===== config.mk =====
export PLATFORM = sky130hd
export DESIGN_NAME = regfile_write_queue
export DESIGN_NICKNAME = d
export VERILOG_FILES = /design/src/rtl/regfile_pkg.sv /design/src/rtl/wq_fifo.sv /design/src/rtl/regfile_write_queue.sv
export SDC_FILE = /design/constraint.sdc
export NUM_CORES = 1
export LEC_CHECK = 0
export BUFFER_PORTS_ARGS = -buffer_cell sky130_fd_sc_hd__buf_2
export CAP_MARGIN = 20
export CORE_AREA = 5 5 233 235
export DETAILED_ROUTE_END_ITERATION = 7
export DIE_AREA = 0 0 238 240
export GPL_TIMING_DRIVEN = 0
export PLACE_DENSITY = 0.64
export SLEW_MARGIN = 40
export SYNTH_ARGS = -nofsm -noshare
export SYNTH_HDL_FRONTEND = slang
export SYNTH_HIERARCHICAL = 1
export SYNTH_SLANG_ARGS = --single-unit

===== constraint.sdc =====
create_clock -name clk -period 5.5 [get_ports clk]
set_clock_uncertainty 0.15 [all_clocks]
set_input_delay 1.375 -clock clk [delete_from_list [all_inputs] [get_ports clk]]
set_output_delay 1.375 -clock clk [all_outputs]
set_load 0.1 [all_outputs]

===== src/rtl/regfile_pkg.sv =====
// Shared constants and the write-entry bundle for the
// register-file write queue.
package regfile_pkg;

  localparam int         NUM_REGS = 32;
  localparam logic [4:0] ZERO_REG = 5'd31;
  localparam int         WIDTH    = 64;

  typedef struct packed {
    logic [4:0]       rd;
    logic [WIDTH-1:0] data;
  } wr_entry_t;

endpackage


===== src/rtl/wq_fifo.sv =====
// Generic circular buffer: push/pop, count, full/empty, head read.
// Ports: clk, reset, push_i/data_i, pop_i, head_o, entries_o, head_ptr_o,
//        full_o, empty_o, count_o.
module wq_fifo #(
  parameter  int DEPTH = 4,
  parameter  int EW    = 69,
  localparam int AW    = $clog2(DEPTH),
  localparam int CW    = AW + 1
) (
  input  logic                clk,
  input  logic                reset,
  input  logic                push_i,
  input  logic [EW-1:0]       data_i,
  input  logic                pop_i,
  output logic [EW-1:0]       head_o,
  output logic [DEPTH*EW-1:0] entries_o,
  output logic [AW-1:0]       head_ptr_o,
  output logic                full_o,
  output logic                empty_o,
  output logic [CW-1:0]       count_o
);

  logic [EW-1:0] mem_q [DEPTH];
  logic [AW-1:0] head_q, head_d;
  logic [AW-1:0] tail_q, tail_d;
  logic [CW-1:0] count_q, count_d;
  logic          push, pop;

  assign full_o  = (count_q == CW'(DEPTH));
  assign empty_o = (count_q == '0);
  assign push    = push_i && !full_o;
  assign pop     = pop_i && !empty_o;

  always_comb begin
    head_d  = pop  ? head_q + 1'b1 : head_q;
    tail_d  = push ? tail_q + 1'b1 : tail_q;
    count_d = count_q + CW'(push) - CW'(pop);
  end

  always_ff @(posedge clk) begin
    if (reset) begin
      head_q  <= '0;
      tail_q  <= '0;
      count_q <= '0;
    end else begin
      head_q  <= head_d;
      tail_q  <= tail_d;
      count_q <= count_d;
    end
  end

  // Payload needs no reset: slots are qualified by count.
  always_ff @(posedge clk) begin
    if (push) mem_q[tail_q] <= data_i;
  end

  for (genvar i = 0; i < DEPTH; i++) begin : g_flat
    assign entries_o[i*EW +: EW] = mem_q[i];
  end

  assign head_o     = mem_q[head_q];
  assign head_ptr_o = head_q;
  assign count_o    = count_q;

endmodule


===== src/rtl/regfile_write_queue.sv =====
// In-order write queue in front of the register file with bypass lookup.
// Ports: ALU/MEM request handshakes, register-file write port, two
//        bypass lookups (q_rN -> hitN/bypN), empty and count status.
module regfile_write_queue #(
  parameter  int         DEPTH    = 4,
  parameter  int         WIDTH    = regfile_pkg::WIDTH,
  parameter  logic [4:0] ZERO_REG = regfile_pkg::ZERO_REG,
  localparam int         AW       = $clog2(DEPTH),
  localparam int         CW       = AW + 1
) (
  input  logic             clk,
  input  logic             reset,
  input  logic             alu_valid,
  input  logic [4:0]       alu_rd,
  input  logic [WIDTH-1:0] alu_data,
  output logic             alu_ready,
  input  logic             mem_valid,
  input  logic [4:0]       mem_rd,
  input  logic [WIDTH-1:0] mem_data,
  output logic             mem_ready,
  output logic [4:0]       r_write,
  output logic [WIDTH-1:0] data_in,
  output logic             write_E,
  input  logic [4:0]       q_r1,
  input  logic [4:0]       q_r2,
  output logic             hit1,
  output logic             hit2,
  output logic [WIDTH-1:0] byp1,
  output logic [WIDTH-1:0] byp2,
  output logic             empty,
  output logic [CW-1:0]    count
);

  typedef struct packed {
    logic [4:0]       rd;
    logic [WIDTH-1:0] data;
  } ent_t;

  localparam int EW = $bits(ent_t);

  logic [DEPTH*EW-1:0] flat;
  logic [AW-1:0]       hptr;
  logic [EW-1:0]       head_raw;
  ent_t                head;
  ent_t                ent [DEPTH];
  ent_t                push_ent;
  logic                full, alu_fire, mem_fire, push;

  assign alu_ready = !full;
  assign mem_ready = !full && !alu_valid;
  assign alu_fire  = alu_valid && alu_ready;
  assign mem_fire  = mem_valid && mem_ready;

  // ZERO_REG requests complete the handshake but never occupy a slot.
  assign push = (alu_fire && alu_rd != ZERO_REG) ||
                (mem_fire && mem_rd != ZERO_REG);

  assign push_ent = alu_fire ? ent_t'{alu_rd, alu_data}
                             : ent_t'{mem_rd, mem_data};

  wq_fifo #(.DEPTH(DEPTH), .EW(EW)) u_fifo (
    .clk        (clk),
    .reset      (reset),
    .push_i     (push),
    .data_i     (push_ent),
    .pop_i      (1'b1),
    .head_o     (head_raw),
    .entries_o  (flat),
    .head_ptr_o (hptr),
    .full_o     (full),
    .empty_o    (empty),
    .count_o    (count)
  );

  assign head    = ent_t'(head_raw);
  assign write_E = !empty;
  assign r_write = empty ? '0 : head.rd;
  assign data_in = empty ? '0 : head.data;

  for (genvar i = 0; i < DEPTH; i++) begin : g_ent
    assign ent[i] = ent_t'(flat[i*EW +: EW]);
  end

  // Walk oldest to newest so the newest match overwrites older ones.
  always_comb begin
    hit1 = 1'b0;
    hit2 = 1'b0;
    byp1 = '0;
    byp2 = '0;
    for (int i = 0; i < DEPTH; i++) begin
      if (CW'(i) < count) begin
        if (q_r1 != ZERO_REG && ent[hptr + AW'(i)].rd == q_r1) begin
          hit1 = 1'b1;
          byp1 = ent[hptr + AW'(i)].data;
        end
        if (q_r2 != ZERO_REG && ent[hptr + AW'(i)].rd == q_r2) begin
          hit2 = 1'b1;
          byp2 = ent[hptr + AW'(i)].data;
        end
      end
    end
  end

endmodule

==> impl_metrics.ini <==
[floorplanning]
placeableCoreArea_sq_um = 52000
dieArea_sq_um = 57100
num_io_pins = 358
die_w_um = 238
die_h_um = 240
rows = 84
start_util_pct = 44.5

[routing]
postRouteAntennaNets = 0
vias_per_cell = 6.23
drc = 0
drt_iter0_markers = 2366
wl_um = 90600
firstDrtPassIters = 5
dr_total_vias = 21231
wl_per_cell_um = 26.6

[timing]
layout_setup_ws_ps = 35.1
min_period_ps = 5460
relSlewSlack_pct = 38.6
clock.fmax_ghz = 0.183
fin_crit_sh_pct = 99.4
worst_slew_pin_slew_ps = 922
report.final.slew_viol_count = 0
rsz0062_at_grt = yes
finalSetupViolCount = 0
hold_violations = 0

[clock_tree]
cts.sinks = 285
ctsHtreeMaxLevel = 2
cts_tree = built
cts-root-buf = clkbuf_16
clk_path_buf_depth = 3
insertion_delay_ps = 550
holdBufCountCts = 0
clk_pin_slew_ps = 60
cts-buffers-inserted = 34

[worst_setup_path]
critPathRequiredTime_ps = 3970
crit_type = reg -> out
critPathMaxFanout = 10
crit_path_end_kind = output pin
crit_arrival_ps = 3940
worst_setup_path_start_kind = register

[cells_and_area]
fill_cells = 4532
syn_to_final_growth_pct = 22.6
nets = 2857
layout-drive-gt1-share_pct = 40.8
final-seq-area_sq_um = 8470
diodes = 0
multiInputGateArea_sq_um = 14200
final_cell_area_sq_um = 28300

[global_route]
grt_pass1_vias = 21158
grt_antenna_before_repair = 0
grt_overflow = 0
grt_max_degree = 31
grt_pass1_wl_um = 133000
grtUsageTotal_pct = 30.3

[pwr]
total_power_mw = 16.3
power-per-cell-area_nw_per_um2 = 576
leakagePower_nw = 10.6
ir_drop_mv = 0.512

[placed_design]
dpl-instance-area_sq_um = 26400
port_buffers = 348
gp_congestion = 0.923
post-place-ws_ps = -524
hpwl_um = 65000

[yosys]
ys_seq_elements = 285
ys_types = 56
syn-mean-instance-area_sq_um = 10.0
ys_seq_area_share_pct = 36.6
synth_edf_count = 276
synth_area_sq_um = 23100
ys.warnings.count = 6
synthCells = 2302
synthArstFlopShare_pct = 0
synth-main-ff-cell = edfxtp_1

[min_path]
hold_class = reg -> reg

[flow_run]
cap_violations = 0

[status]
status = finished, final reports clean
==> registers in the layout, summed over array words and instances, names as in the netlist, named ones only <==
register	count
u_fifo/count_o	3
u_fifo/head_ptr_o	2
u_fifo/mem_q	276
u_fifo/tail_q	2
==> repair_timing <==
item / in CTS / in global routing
setup buffers: 0 / 1
gates resized for setup: 162 / 127
cloned: 0 / 0
setup endpoints to repair: 129 / 126
pin swaps: 0 / 3
==> cell usage in the layout (no fill, tap or decap), drive strengths merged, types with 3 or more instances in the layout <==
| cell | netlist | final |
|---|---|---|
| mux2 | 271 | 271 |
| xnor2 | 20 | 20 |
| a311oi | 65 | 65 |
| buf | 110 | 437 |
| mux4 | 77 | 77 |
| clkinv | 0 | 11 |
| dfxtp | 9 | 9 |
| ha | 6 | 6 |
| nand3 | 5 | 5 |
| o22ai | 65 | 65 |
| bufinv | 0 | 3 |
| edfxtp | 276 | 276 |
| clkinvlp | 0 | 3 |
| inv | 17 | 18 |
| nand2b | 3 | 3 |
| nor2 | 393 | 393 |
| or3 | 3 | 3 |
| and2 | 4 | 4 |
| and3 | 65 | 65 |
| o21ai | 196 | 196 |
| a31oi | 64 | 64 |
| nor2b | 135 | 135 |
| xor2 | 17 | 17 |
| a21oi | 69 | 69 |
| nand4 | 6 | 6 |
| nor4b | 3 | 3 |
| mux2i | 151 | 151 |
| nand2 | 135 | 135 |
| nor3 | 3 | 3 |
| or4b | 3 | 3 |
| clkbuf | 112 | 183 |
==> final cells by class <==
type | instances | area share (%)
plain buffers | 222 | 4.57
flip-flops and latches | 285 | 29.9
clock inverters | 18 | 0.614
inverters | 17 | 0.225
multi-input cells | 1779 | 50.2
well taps | 688 | 3.04
clock buffers | 39 | 3.18
repair buffers | 359 | 8.34
==> Yosys cell counts, drive strengths merged (3+ instances only) <==
cell type    n  area, sq um
o22ai       65          594
buf        110          753
and3        65          407
or3          3         18.8
dfxtp        9          180
xnor2       20          175
or4b         3         33.8
nand2b       3         18.8
edfxtp     276         8290
mux2       271         3070
a31oi       64          463
mux4        77         1730
nor2b      135          845
nor2       393         1480
nor4b        3         26.3
nand3        5         25.0
nand2      135          507
mux2i      151         1550
a21oi       69          345
xor2        17          149
nor3         3         15.0
o21ai      196         1090
inv         17         63.8
ha           6         75.1
nand4        6         37.5
a311oi      65          569
and2         4         25.0
clkbuf     112          420
==> critical path, stage by stage, from the launching register on <==
cell and delay, ps:
dfxtp_1 360, buf_4 230, buf_4 220, mux4_2 550, xor2_1 160, a21oi_1 230
nand4_1 200, clkbuf_4 280, clkbuf_2 290, a311oi_1 440, o22ai_2 170, buf_4 260
==> final timing paths <==
kind	start	to	slack [ps]	cells after the start
min	u_fifo/tail_q[1]	u_fifo/tail_q[1]	380	2
max reg2reg	u_fifo/count_o[2]	u_fifo/mem_q[1][63]	1920	6
max	u_fifo/head_ptr_o[0]	byp2[18]	40	11
min reg2reg	u_fifo/tail_q[1]	u_fifo/tail_q[1]	380	2
==> through the flow <==
step | utilization, % | instances | hold WS (ps) | setup TNS, ps
detailed placement | 50.8 | 3349 | 370 | -40900
global placement | 50.4 | 3339 | 341 | -276320
finish | 54.5 | 3407 | 380 | 0
floorplan | - | 2303 | 332 | -3260
global route | 54.5 | 3407 | 414 | -749
CTS | 53.6 | 3406 | 380 | 0
==> metal layers <==
layer | global-route usage [%] | wire, um | vias up
li1 | - | - | 9334
met1 | 40.7 | 36200 | 10427
met2 | 48.7 | 41800 | 1232
met3 | 5.28 | 8350 | 238
met4 | 13.0 | 4330 | 0
met5 | 0 | 0 | -
==> logic make-up (layout without fill, tap and decap cells) <==
kind of cell | after synthesis | after routing | synth area share, %
compound gates | 471 | 471 | 13.7
simple gates | 763 | 763 | 15.0
buf+inv | 239 | 655 | 5.35
mux | 499 | 499 | 27.5
fa+ha+maj | 7 | 7 | 0.411
other cells | 1 | 2 | 0.0162
flops | 285 | 285 | 36.6
xor+xnor | 37 | 37 | 1.40
==> where the power goes <==
| part | internal [mW] | total (mW) | switching (mW) |
|---|---|---|---|
| Combinational | 2.87 | 10.7 | 7.86 |
| Sequential | 3.03 | 3.35 | 0.324 |
| Clock | 1.31 | 2.25 | 0.935 |
No activity file was read; power rests on OpenSTA's default activity.
